===== config.mk =====
export PLATFORM = sky130hd
export DESIGN_NAME = serial_frame_tx
export DESIGN_NICKNAME = d
export VERILOG_FILES = /design/src/rtl/serial_frame_tx.sv
export SDC_FILE = /design/constraint.sdc
export NUM_CORES = 1
export LEC_CHECK = 0
export ABC_AREA = 1
export CAP_MARGIN = 20
export CELL_PAD_IN_SITES_DETAIL_PLACEMENT = 1
export CELL_PAD_IN_SITES_GLOBAL_PLACEMENT = 1
export CORE_MARGIN = 3
export CORE_UTILIZATION = 46
export DETAILED_ROUTE_END_ITERATION = 8
export DONT_BUFFER_PORTS = 1
export HOLD_SLACK_MARGIN = 0.05
export PLACE_DENSITY = 0.8
export SLEW_MARGIN = 30
export SYNTH_ARGS = -nofsm -noshare
export SYNTH_HDL_FRONTEND = slang
export SYNTH_SLANG_ARGS = --single-unit

===== constraint.sdc =====
create_clock -name clk -period 3.06 [get_ports clk]
set_clock_uncertainty 0.1 [all_clocks]
set_input_delay 0.459 -clock clk [delete_from_list [all_inputs] [get_ports clk]]
set_output_delay 0.459 -clock clk [all_outputs]
set_load 0.02 [all_outputs]

===== src/rtl/serial_frame_tx.sv =====
// serial_frame_tx: framed serial transmitter (start, LSB-first data,
// optional even parity, stop), valid/ready payload input.
// Ports:
//   clk, areset      clock, synchronous active-high reset
//   in_data/valid    payload offer, taken when in_ready
//   in_ready         high in IDLE only
//   out              registered serial line, idles at 1
//   busy, done       frame active, last stop-bit cycle
module serial_frame_tx #(
  parameter int DATA_W       = 8,
  parameter int CLKS_PER_BIT = 4,
  parameter int PARITY_EN    = 1
) (
  input  logic              clk,
  input  logic              areset,
  input  logic [DATA_W-1:0] in_data,
  input  logic              in_valid,
  output logic              in_ready,
  output logic              out,
  output logic              busy,
  output logic              done
);

  typedef enum logic [2:0] {
    S_IDLE,
    S_START,
    S_DATA,
    S_PARITY,
    S_STOP
  } state_t;

  localparam int CW = 8;
  localparam int IW = $clog2(DATA_W + 1);
  localparam logic [CW-1:0] CNT_LAST =
    CW'(CLKS_PER_BIT - 1);
  localparam logic [IW-1:0] IDX_LAST =
    IW'(DATA_W - 1);

  state_t            r_state;
  logic [CW-1:0]     r_cnt;
  logic [IW-1:0]     r_idx;
  logic [DATA_W-1:0] r_shift;
  logic              r_par;
  logic              r_out;

  state_t            w_state_nxt;
  logic [CW-1:0]     w_cnt_nxt;
  logic [IW-1:0]     w_idx_nxt;
  logic [DATA_W-1:0] w_shift_nxt;
  logic              w_par_nxt;
  logic              w_out_nxt;
  logic              w_bit_end;

  always_comb begin
    w_state_nxt = r_state;
    w_cnt_nxt   = r_cnt;
    w_idx_nxt   = r_idx;
    w_shift_nxt = r_shift;
    w_par_nxt   = r_par;
    w_bit_end   = (r_cnt == CNT_LAST);

    // Bit-cycle counter reloads on every bit boundary.
    if (r_state != S_IDLE) begin
      if (w_bit_end) w_cnt_nxt = '0;
      else           w_cnt_nxt = r_cnt + 1'b1;
    end

    unique case (r_state)
      S_IDLE: begin
        if (in_valid) begin
          w_state_nxt = S_START;
          w_shift_nxt = in_data;
          w_par_nxt   = ^in_data;
          w_cnt_nxt   = '0;
          w_idx_nxt   = '0;
        end
      end
      S_START: begin
        if (w_bit_end) w_state_nxt = S_DATA;
      end
      S_DATA: begin
        if (w_bit_end) begin
          w_shift_nxt = r_shift >> 1;
          if (r_idx == IDX_LAST) begin
            w_idx_nxt   = '0;
            w_state_nxt = (PARITY_EN != 0) ?
                          S_PARITY : S_STOP;
          end else begin
            w_idx_nxt = r_idx + 1'b1;
          end
        end
      end
      S_PARITY: begin
        if (w_bit_end) w_state_nxt = S_STOP;
      end
      S_STOP: begin
        if (w_bit_end) w_state_nxt = S_IDLE;
      end
      default: w_state_nxt = S_IDLE;
    endcase

    // Line level follows the state being entered so
    // that out is a flop, not a decode.
    unique case (w_state_nxt)
      S_START:  w_out_nxt = 1'b0;
      S_DATA:   w_out_nxt = w_shift_nxt[0];
      S_PARITY: w_out_nxt = w_par_nxt;
      default:  w_out_nxt = 1'b1;
    endcase
  end

  always_ff @(posedge clk) begin
    if (areset) begin
      r_state <= S_IDLE;
      r_cnt   <= '0;
      r_idx   <= '0;
      r_shift <= '0;
      r_par   <= 1'b0;
      r_out   <= 1'b1;
    end else begin
      r_state <= w_state_nxt;
      r_cnt   <= w_cnt_nxt;
      r_idx   <= w_idx_nxt;
      r_shift <= w_shift_nxt;
      r_par   <= w_par_nxt;
      r_out   <= w_out_nxt;
    end
  end

  assign in_ready = (r_state == S_IDLE);
  assign busy     = (r_state != S_IDLE);
  assign done     = (r_state == S_STOP) &&
                    (r_cnt == CNT_LAST);
  assign out      = r_out;

endmodule


==> results of run 1 <==
==> power groups by stage <==
| stage | combinational, W | clock [W] | sequential (W) |
|---|---|---|---|
| 5_1_grt | 0.000118 | 0.000183 | 0.000352 |
| 6_report | 0.000101 | 0.000158 | 0.000350 |
| 3_3_place_gp | 0.0000905 | 0 | 0.000356 |
| 2_1_floorplan | 0.0000847 | 0 | 0.000355 |
| 4_1_cts | 0.0000972 | 0.000162 | 0.000350 |
| 3_5_place_dp | 0.0000964 | 0 | 0.000357 |
==> final timing paths <==
kind                      startpoint                       to  slack, ns  depth (start not counted)
max              r_cnt[1]$_SDFF_PP0_                     done       0.77                          6
min                           areset    r_idx[2]$_SDFFE_PP0P_       0.07                          1
max reg2reg      r_cnt[1]$_SDFF_PP0_           out$_SDFF_PP1_       1.25                         10
min reg2reg  r_shift[7]$_SDFFE_PP0P_  r_shift[7]$_SDFFE_PP0P_       0.37                          2
==> worst max-delay path, cell delays in order, from the launching register on <==
cell and delay [ns]:
dfxtp_1 0.40, ha_1 0.23, nand3_1 0.13, inv_1 0.07, nand2_1 0.14, nor4_1 0.24, buf_4 0.20
==> logic make-up (layout without fill, tap and decap cells) <==
kind of cell | after synthesis | in the layout
AND/OR/NAND/NOR | 133 | 133
buffers and inverters | 39 | 42
AO/OA/AOI/OAI | 37 | 37
flip-flops | 25 | 25
XOR/XNOR | 3 | 3
adder cells (fa/ha/maj) | 2 | 2
==> metrics by stage <==
step | util | instances | power [W] | worst slack, ns
after floorplan | - | 239 | 0.000439 | 1.05
after global placement | 0.522 | 278 | 0.000447 | 1.29
after detailed placement | 0.522 | 278 | 0.000453 | 1.17
after CTS | 0.531 | 282 | 0.000609 | 0.770
after global routing | 0.538 | 284 | 0.000653 | 0.582
final | 0.538 | 284 | 0.000609 | 0.767
==> per-layer routing <==
layer	global-route usage	wire length, µm	up-vias
li1	-	-	753
met1	0.241	1650	677
met2	0.353	1800	30
met3	0.0288	125	7
met4	0.105	90	0
met5	0	0	-
==> timing repair <==
item,CTS,global route
endpoints found under the hold margin,0,14
hold buffers,0,2
endpoints found under the setup margin,0,0
==> cell usage in the layout (no fill, tap or decap), types with 2 or more instances in the layout <==
cell type / netlist / routed
nand4_1: 3 / 3
nand3_1: 15 / 15
a211oi_1: 2 / 2
nand2_2: 2 / 2
nor2_1: 25 / 25
dlygate4sd3_1: 0 / 2
nor3_1: 2 / 2
nor2_4: 3 / 3
xor2_1: 2 / 2
a21oi_1: 22 / 22
inv_2: 6 / 6
nand2_1: 79 / 79
clkbuf_4: 0 / 3
ha_1: 2 / 2
o21ai_0: 12 / 12
inv_1: 29 / 29
dfxtp_1: 25 / 25
==> registers in the layout, indices dropped and copies added (netlist names) <==
signal / count
r_shift: 8
out: 1
r_cnt: 8
r_par: 1
r_state: 3
r_idx: 4
==> final cells by class <==
| type | count | area, µm² |
|---|---|---|
| clock buffers | 3 | 22.5 |
| clock inverters | 1 | 5.00 |
| fillers | 427 | 1340 |
| inverters | 35 | 131 |
| multi-input cells | 175 | 822 |
| flip-flops and latches | 25 | 500 |
| well taps | 42 | 52.6 |
| repair buffers | 3 | 27.5 |
==> impl_metrics.yaml, run 1 <==
power:
  irDropWorstVdd_v: 0.000169
  p_int_w: 0.000421
  powerDensity_mw_per_mm2: 390
  comb_power_share: 0.165
  seqPwrFrac: 0.575
  leakage_nw: 0.742
  p_sw_w: 0.000188
  power_frac_clock: 0.260
  swShare: 0.308
logic_synthesis:
  synth_edf_count: 0
  ys_ff_latch: 25
  yosys.area_share.simple: 0.390
  yosysSeqAreaShare: 0.337
  synth_top_family_by_area: "simple AND/OR/NAND/NOR gates"
  yosysWarnings: 0
  synth_area_leaders: "dfxtp_1 (34%), nand2_1 (20%), a21oi_1 (7.4%)"
  synth_compound_area_frac: 0.129
  synth_ff_type: "dfxtp_1"
  synth.largest_area_cell: "dfxtp_1"
  syn-mean-instance-area_um2: 6.21
  synthAdderAreaFrac: 0.0169
  synth_fp_nets: 252
  syn-cell-area_mm2: 0.00148
  synth_commonest_cells: "nand2_1 (79), inv_1 (29), dfxtp_1 (25), nor2_1 (25), a21oi_1 (22)"
  yosysMostFrequentCell: "nand2_1"
  synth_top_area_share: 0.337
  ys_types: 24
  synth_xor_area_frac: 0.0177
  syn_inst: 239
  yosys-mux-area-fraction: 0
  async_flop_share: 0
cts:
  cts_tree: "built"
  clk_pin_slew_ns: 0.15
  cts.path.max_buffers: 2
  clock_latency_ns: 0.34
  postCtsSetupRepairBufs: 0
  root_buffer: "clkbuf_4"
  cts_buffers: 3
  cts.sinks: 25
  cts_resized: 0
  cts-htree-levels: 1
global_routing:
  grt_max_degree: 20
  grt_usage: 0.203
  grt_pass1_wl_mm: 6.51
  grt.overflow.total: 0
  grt_pass1_vias: 1531
  antenna_found_initial: 0
floorplan:
  die_y_um: 62.8
  initial_core_util: 0.512
  die-area_mm2: 0.00394
  ios: 15
  rows: 19
  die_w_um: 62.8
  core_mm2: 0.00290
detailed_routing:
  vias: 1467
  initialDrtViolationCount: 64
  drc: 0
  wl_mm: 3.66
  dr.pass1.iters: 4
  antenna_left: 0
  wl_per_cell_um: 12.9
  vias_per_cell: 5.17
timing:
  setup_tns_ns: 0
  rsz0062_at_grt: "no"
  slew_violations: 0
  slew_headroom: 0.621
  max_freq_ghz: 0.436
  setup_violations: 0
  hold_viol: 0
  finalCritPeriodShare: 0.749
  worst_slew_pin_slew_ns: 0.567
  fin_crit_ns: 2.29
  hold_ws_ns: 0.0719
place:
  io_buffers: 0
  routabilityCongestion: 0.825
  hpwlAfterDp_mm: 2.85
  placed_area_mm2: 0.00151
finish:
  design_area_mm2: 0.00156
  drive_above_1_share: 0.0744
  antenna_cells: 0
  nNetsFinal: 256
  area_growth_pct: 5.23
setup_path:
  path_class: "flop to output port"
  endpoint_kind: "output port"
  startpoint_type: "flop"
  required_ns: 2.50
  arrival_ns: 1.73
  crit_fanout: 5
run_status:
  status: "completed"
min_path:
  hold_path.class: "input port to flop"
flow_run:
  cap_violations: 0
Note: power is estimated with default switching activity, not from simulation.
==> inputs of run 2 (changes only) <==
--- a/config.mk
+++ b/config.mk
@@ -10,11 +10,11 @@
 export CELL_PAD_IN_SITES_DETAIL_PLACEMENT = 1
 export CELL_PAD_IN_SITES_GLOBAL_PLACEMENT = 1
 export CORE_MARGIN = 3
-export CORE_UTILIZATION = 46
+export CORE_UTILIZATION = 39
 export DETAILED_ROUTE_END_ITERATION = 8
 export DONT_BUFFER_PORTS = 1
 export HOLD_SLACK_MARGIN = 0.05
-export PLACE_DENSITY = 0.8
+export PLACE_DENSITY = 0.72
 export SLEW_MARGIN = 30
 export SYNTH_ARGS = -nofsm -noshare
 export SYNTH_HDL_FRONTEND = slang
==> constraint.sdc (replaced) <==
create_clock -name clk -period 1.95 [get_ports clk]
set_clock_uncertainty 0.1 [all_clocks]
set_input_delay 0.2925 -clock clk [delete_from_list [all_inputs] [get_ports clk]]
set_output_delay 0.2925 -clock clk [all_outputs]
set_load 0.02 [all_outputs]
==> run 2 against run 1 <==
Compared with the run above:
- first-iteration DRC count increased by 7.8%
- via count fell by 0.68%
- hold slack got worse by 0.0011 ns
- power grew 66%
- largest cell class unchanged
- critical path depth stayed put
- design area rose by 4.2%
- largest power group unchanged
- critical endpoint unchanged
- combinational power is 60% higher
- critical path type unchanged
==> impl_metrics.yaml, run 2 (same netlist as run 1, synthesis figures left out) <==
setup_path:
  cp_top_family: "flip-flops"
  crit_fanout: 5
  startpoint_type: "flop"
  cp.depth: 6
  path_cells: "ha_4, nand3_1, inv_2, nand2_4, nor4_4, buf_4"
  slowest_delay_ns: 0.38
  required_ns: 1.56
  regToRegEndpoint: "out$_SDFF_PP1_"
  rr_worst_depth: 10
  reg2reg_slack_ns: 0.20
  path_buf_inv: 2
  arrival_ns: 1.40
  crit_path_top_delay_cell: "dfxtp_4"
  rr_startpoint: "r_state[0]$_SDFF_PP0_"
  path_class: "flop to output port"
  endpoint_kind: "output port"
place:
  hpwlAfterDp_mm: 3.04
  io_buffers: 0
  routabilityCongestion: 0.820
finish:
  antenna_cells: 0
  final_cell_mix: "nand2_1 (78), inv_1 (28), nor2_1 (24), dfxtp_1 (23), a21oi_1 (22)"
  drive_above_1_share: 0.107
  layout_commonest_cell: "nand2_1"
  nNetsFinal: 256
  area_growth_pct: 9.70
  top_regs: "r_cnt x8, r_shift x8, r_idx x4"
  fillers: 488
floorplan:
  die_y_um: 67.7
  ios: 15
  die-area_mm2: 0.00458
  rows: 21
  die_w_um: 67.7
  core_mm2: 0.00349
  initial_core_util: 0.425
cts:
  clock_latency_ns: 0.26
  cts.path.max_buffers: 2
  root_buffer: "clkbuf_8"
  postCtsSetupRepairBufs: 0
  cts-htree-levels: 1
  clk_pin_slew_ns: 0.08
  cts.sinks: 25
  cts_buffers: 3
  cts_tree: "built"
global_routing:
  grt_util_met3: 0.0399
  grt_util_met1: 0.246
  top_usage_layer: "met2"
  grt_max_degree: 19
  grt_pass1_vias: 1460
  grt.overflow.total: 0
  grt_pass1_wl_mm: 6.67
  antenna_found_initial: 0
  grt_usage: 0.190
  use_met2: 0.330
min_path:
  min_to: "r_shift[7]$_SDFFE_PP0P_"
  hold_depth: 2
  hold_path_startpoint: "in_data[7]"
  hold_path.class: "input port to flop"
run_status:
  status: "completed"
detailed_routing:
  vias_per_cell: 5.06
  antenna_left: 0
  initialDrtViolationCount: 69
  dr.pass1.iters: 4
  vias: 1457
  drc: 0
  wl_mm: 3.90
  wl_per_cell_um: 13.5
timing:
  setup_tns_ns: 0
  worst_slew_pin_slew_ns: 0.719
  setup_violations: 0
  hold_viol: 0
  rsz0062_at_grt: "no"
  finalCritPeriodShare: 0.920
  fin_crit_ns: 1.79
  max_freq_ghz: 0.557
  slew_violations: 0
  slew_headroom: 0.519
flow_run:
  cap_violations: 0
power:
  leakage_nw: 0.750
  powerDensity_mw_per_mm2: 621
  irDropWorstVdd_v: 0.000511
  power_w: 0.00101
## run 2: per-layer routing
metal | part of all wire | wire [µm]
met1 | 0.48 | 1890
met2 | 0.49 | 1900
met3 | 0.024 | 92
met4 | 0.0031 | 12
met5 | 0 | 0
## run 2: worst max path at each step
stage | end | start | slack [ns]
after global routing | out$_SDFF_PP1_ | r_state[0]$_SDFF_PP0_ | 0.02
after floorplan | done | r_cnt[0]$_SDFF_PP0_ | 0.11
final | done | r_cnt[0]$_SDFF_PP0_ | 0.16
after detailed placement | out$_SDFF_PP1_ | r_cnt[0]$_SDFF_PP0_ | 0.21
after global placement | out$_SDFF_PP1_ | r_state[0]$_SDFF_PP0_ | 0.25
after CTS | done | r_cnt[0]$_SDFF_PP0_ | 0.004
## run 2: cell type report
class	count	area, µm²	area share
multi-input cells	175	860	0.528
inverters	35	131	0.0807
clock inverters	1	5.00	0.00307
flip-flops and latches	25	508	0.312
repair buffers	3	25.0	0.0154
clock buffers	3	41.3	0.0254
well taps	46	57.6	0.0354
## run 2: what timing repair did
item | in CTS | in global routing
resized for setup | 6 | 6
hold endpoints to repair | 18 | 0
endpoints found under the setup margin | 1 | 1
pin swaps | 1 | 1
hold buffers | 1 | 0
## run 2: power by group
part	internal, W	switching (W)	leakage (nW)	total, W
logic	0.0000507	0.000111	0.519	0.000162
registers	0.000532	0.0000193	0.205	0.000551
clock network	0.000143	0.000155	0.0255	0.000298
total	0.000725	0.000286	0.750	0.00101
## run 2: metrics by stage
stage	setup slack, ns	std cells	hold WS, ns	util	cell area, µm²
after detailed placement	0.212	283	0.269	0.437	1530
after floorplan	0.110	239	0.339	-	1480
after global placement	0.251	283	0.265	0.437	1530
after CTS	0.00402	288	0.0660	0.460	1610
final	0.155	288	0.0708	0.466	1630
after global routing	0.0167	288	0.0677	0.466	1630
==> inputs of run 3 (changes only) <==
--- a/config.mk
+++ b/config.mk
@@ -14,6 +14,7 @@
 export DETAILED_ROUTE_END_ITERATION = 8
 export DONT_BUFFER_PORTS = 1
 export HOLD_SLACK_MARGIN = 0.05
+export MAX_ROUTING_LAYER = met4
 export PLACE_DENSITY = 0.72
 export SLEW_MARGIN = 30
 export SYNTH_ARGS = -nofsm -noshare
==> run 3 against run 2 <==
Compared with the run above:
- largest power group unchanged
- final cell count stayed put
- clock-buffer cell count did not move
- via count is 0.41% lower
- highest routed layer unchanged
==> impl_metrics.yaml, run 3 (same netlist as run 1, synthesis figures left out) <==
floorplan:
  die_y_um: 67.7
  die-area_mm2: 0.00458
  die_w_um: 67.7
  core_mm2: 0.00349
  ios: 15
  rows: 21
  initial_core_util: 0.425
global_routing:
  grt.overflow.total: 0
  antenna_found_initial: 0
  grt_pass1_vias: 1460
  grt_pass1_wl_mm: 6.67
  grt_max_degree: 19
  grt_usage: 0.195
cts:
  cts_buffers: 3
  cts-htree-levels: 1
  cts.path.max_buffers: 2
  clock_latency_ns: 0.26
  clk_pin_slew_ns: 0.08
  cts.sinks: 25
  cts_tree: "built"
  root_buffer: "clkbuf_8"
setup_path:
  crit_path_start: "r_cnt[0]$_SDFF_PP0_"
  cp_top_family: "flip-flops"
  path_cells: "ha_4, nand3_1, inv_2, nand2_4, nor4_4, buf_4"
  required_ns: 1.56
  slowest_delay_ns: 0.37
  path_buf_inv: 2
  crit_fanout: 5
  crit_path_top_delay_cell: "dfxtp_4"
  path_class: "flop to output port"
  rr_startpoint: "r_state[0]$_SDFF_PP0_"
  endpoint_kind: "output port"
  startpoint_type: "flop"
  arrival_ns: 1.40
finish:
  drive_above_1_share: 0.107
  final_util: 0.466
  fillers: 488
  final_cell_mix: "nand2_1 (78), inv_1 (28), nor2_1 (24), dfxtp_1 (23), a21oi_1 (22)"
  antenna_cells: 0
  area_growth_pct: 9.70
  multi_input_area_um2: 860
  seqCellArea_um2: 508
  nNetsFinal: 256
  layout_commonest_cell: "nand2_1"
  top_regs: "r_cnt x8, r_shift x8, r_idx x4"
timing:
  hold_viol: 0
  setup_tns_ns: 0
  worst_slew_pin_slew_ns: 0.720
  rsz0062_at_grt: "no"
  fin_crit_ns: 1.79
  setup_violations: 0
  slew_headroom: 0.518
  setup_ws_ns: 0.159
  slew_violations: 0
  finalCritPeriodShare: 0.919
  max_freq_ghz: 0.558
detailed_routing:
  wl_per_cell_um: 13.4
  vias_per_cell: 5.04
  wl_mm: 3.87
  dr.pass1.iters: 4
  drc: 0
  dr_wl_met3_um: 92
  vias: 1451
  wl_met1_mm: 1.87
  dr_wl_met2_mm: 1.90
  top_layer: "met4"
  antenna_left: 0
  initialDrtViolationCount: 65
power:
  powerDensity_mw_per_mm2: 620
  seqPwrFrac: 0.545
  irDropWorstVdd_v: 0.000516
  swShare: 0.282
  power_frac_clock: 0.294
  comb_power_share: 0.160
  p_int_w: 0.000725
  p_sw_w: 0.000285
  leakage_nw: 0.750
place:
  io_buffers: 0
  hpwlAfterDp_mm: 3.04
  post-place-ws_ns: 0.212
  routabilityCongestion: 0.832
flow_run:
  cap_violations: 0
run_status:
  status: "completed"
min_path:
  hold_path_startpoint: "in_data[7]"
  hold_path.class: "input port to flop"
==> run 3: cell counts in the layout (fill, tap and decap cells not counted) <==
No cell type changed its count.
==> run 3: cell type report <==
class | instances | share of cell area
sequential | 25 | 0.312
clock inverter | 1 | 0.00307
timing repair buffer | 3 | 0.0154
inverter | 35 | 0.0807
clock buffer | 3 | 0.0254
multi-input combinational | 175 | 0.528
tap | 46 | 0.0354
==> run 3: through the flow <==
stage	instances	power (W)	hold slack, ns	area [µm²]
after floorplan	239	0.000689	0.339	1480
after global placement	283	0.000706	0.265	1530
after detailed placement	283	0.000714	0.269	1530
after CTS	288	0.00103	0.0660	1610
after global routing	288	0.00108	0.0677	1630
final	288	0.00101	0.0739	1630
==> run 3: path summary, 6_finish.rpt <==
| path | end | slack (ns) | depth (start not counted) |
|---|---|---|---|
| min reg2reg | r_cnt[7]$_SDFF_PP0_ | 0.37 | 2 |
| min | r_shift[7]$_SDFFE_PP0P_ | 0.07 | 2 |
| max reg2reg | out$_SDFF_PP1_ | 0.21 | 10 |
| max | done | 0.16 | 6 |
==> run 3: power groups by stage <==
stage	Clock, W	Combinational [W]	Sequential, W
after floorplan	0	0.000133	0.000556
after CTS	0.000316	0.000163	0.000552
after global routing	0.000336	0.000188	0.000554
final	0.000297	0.000162	0.000551
after global placement	0	0.000146	0.000560
after detailed placement	0	0.000153	0.000561
==> run 3: metal layers <==
layer  vias up  track usage
met5         -            -
met4         0       0.0228
met3         2       0.0399
met2         9        0.330
met1       684        0.245
li1        756            -
==> run 3: repair_timing <==
action,CTS,global route
hold buffers,1,0
resized for setup,6,6
endpoints found under the hold margin,18,0
endpoints found under the setup margin,1,1
buffers inserted,0,0
pin swaps,1,1
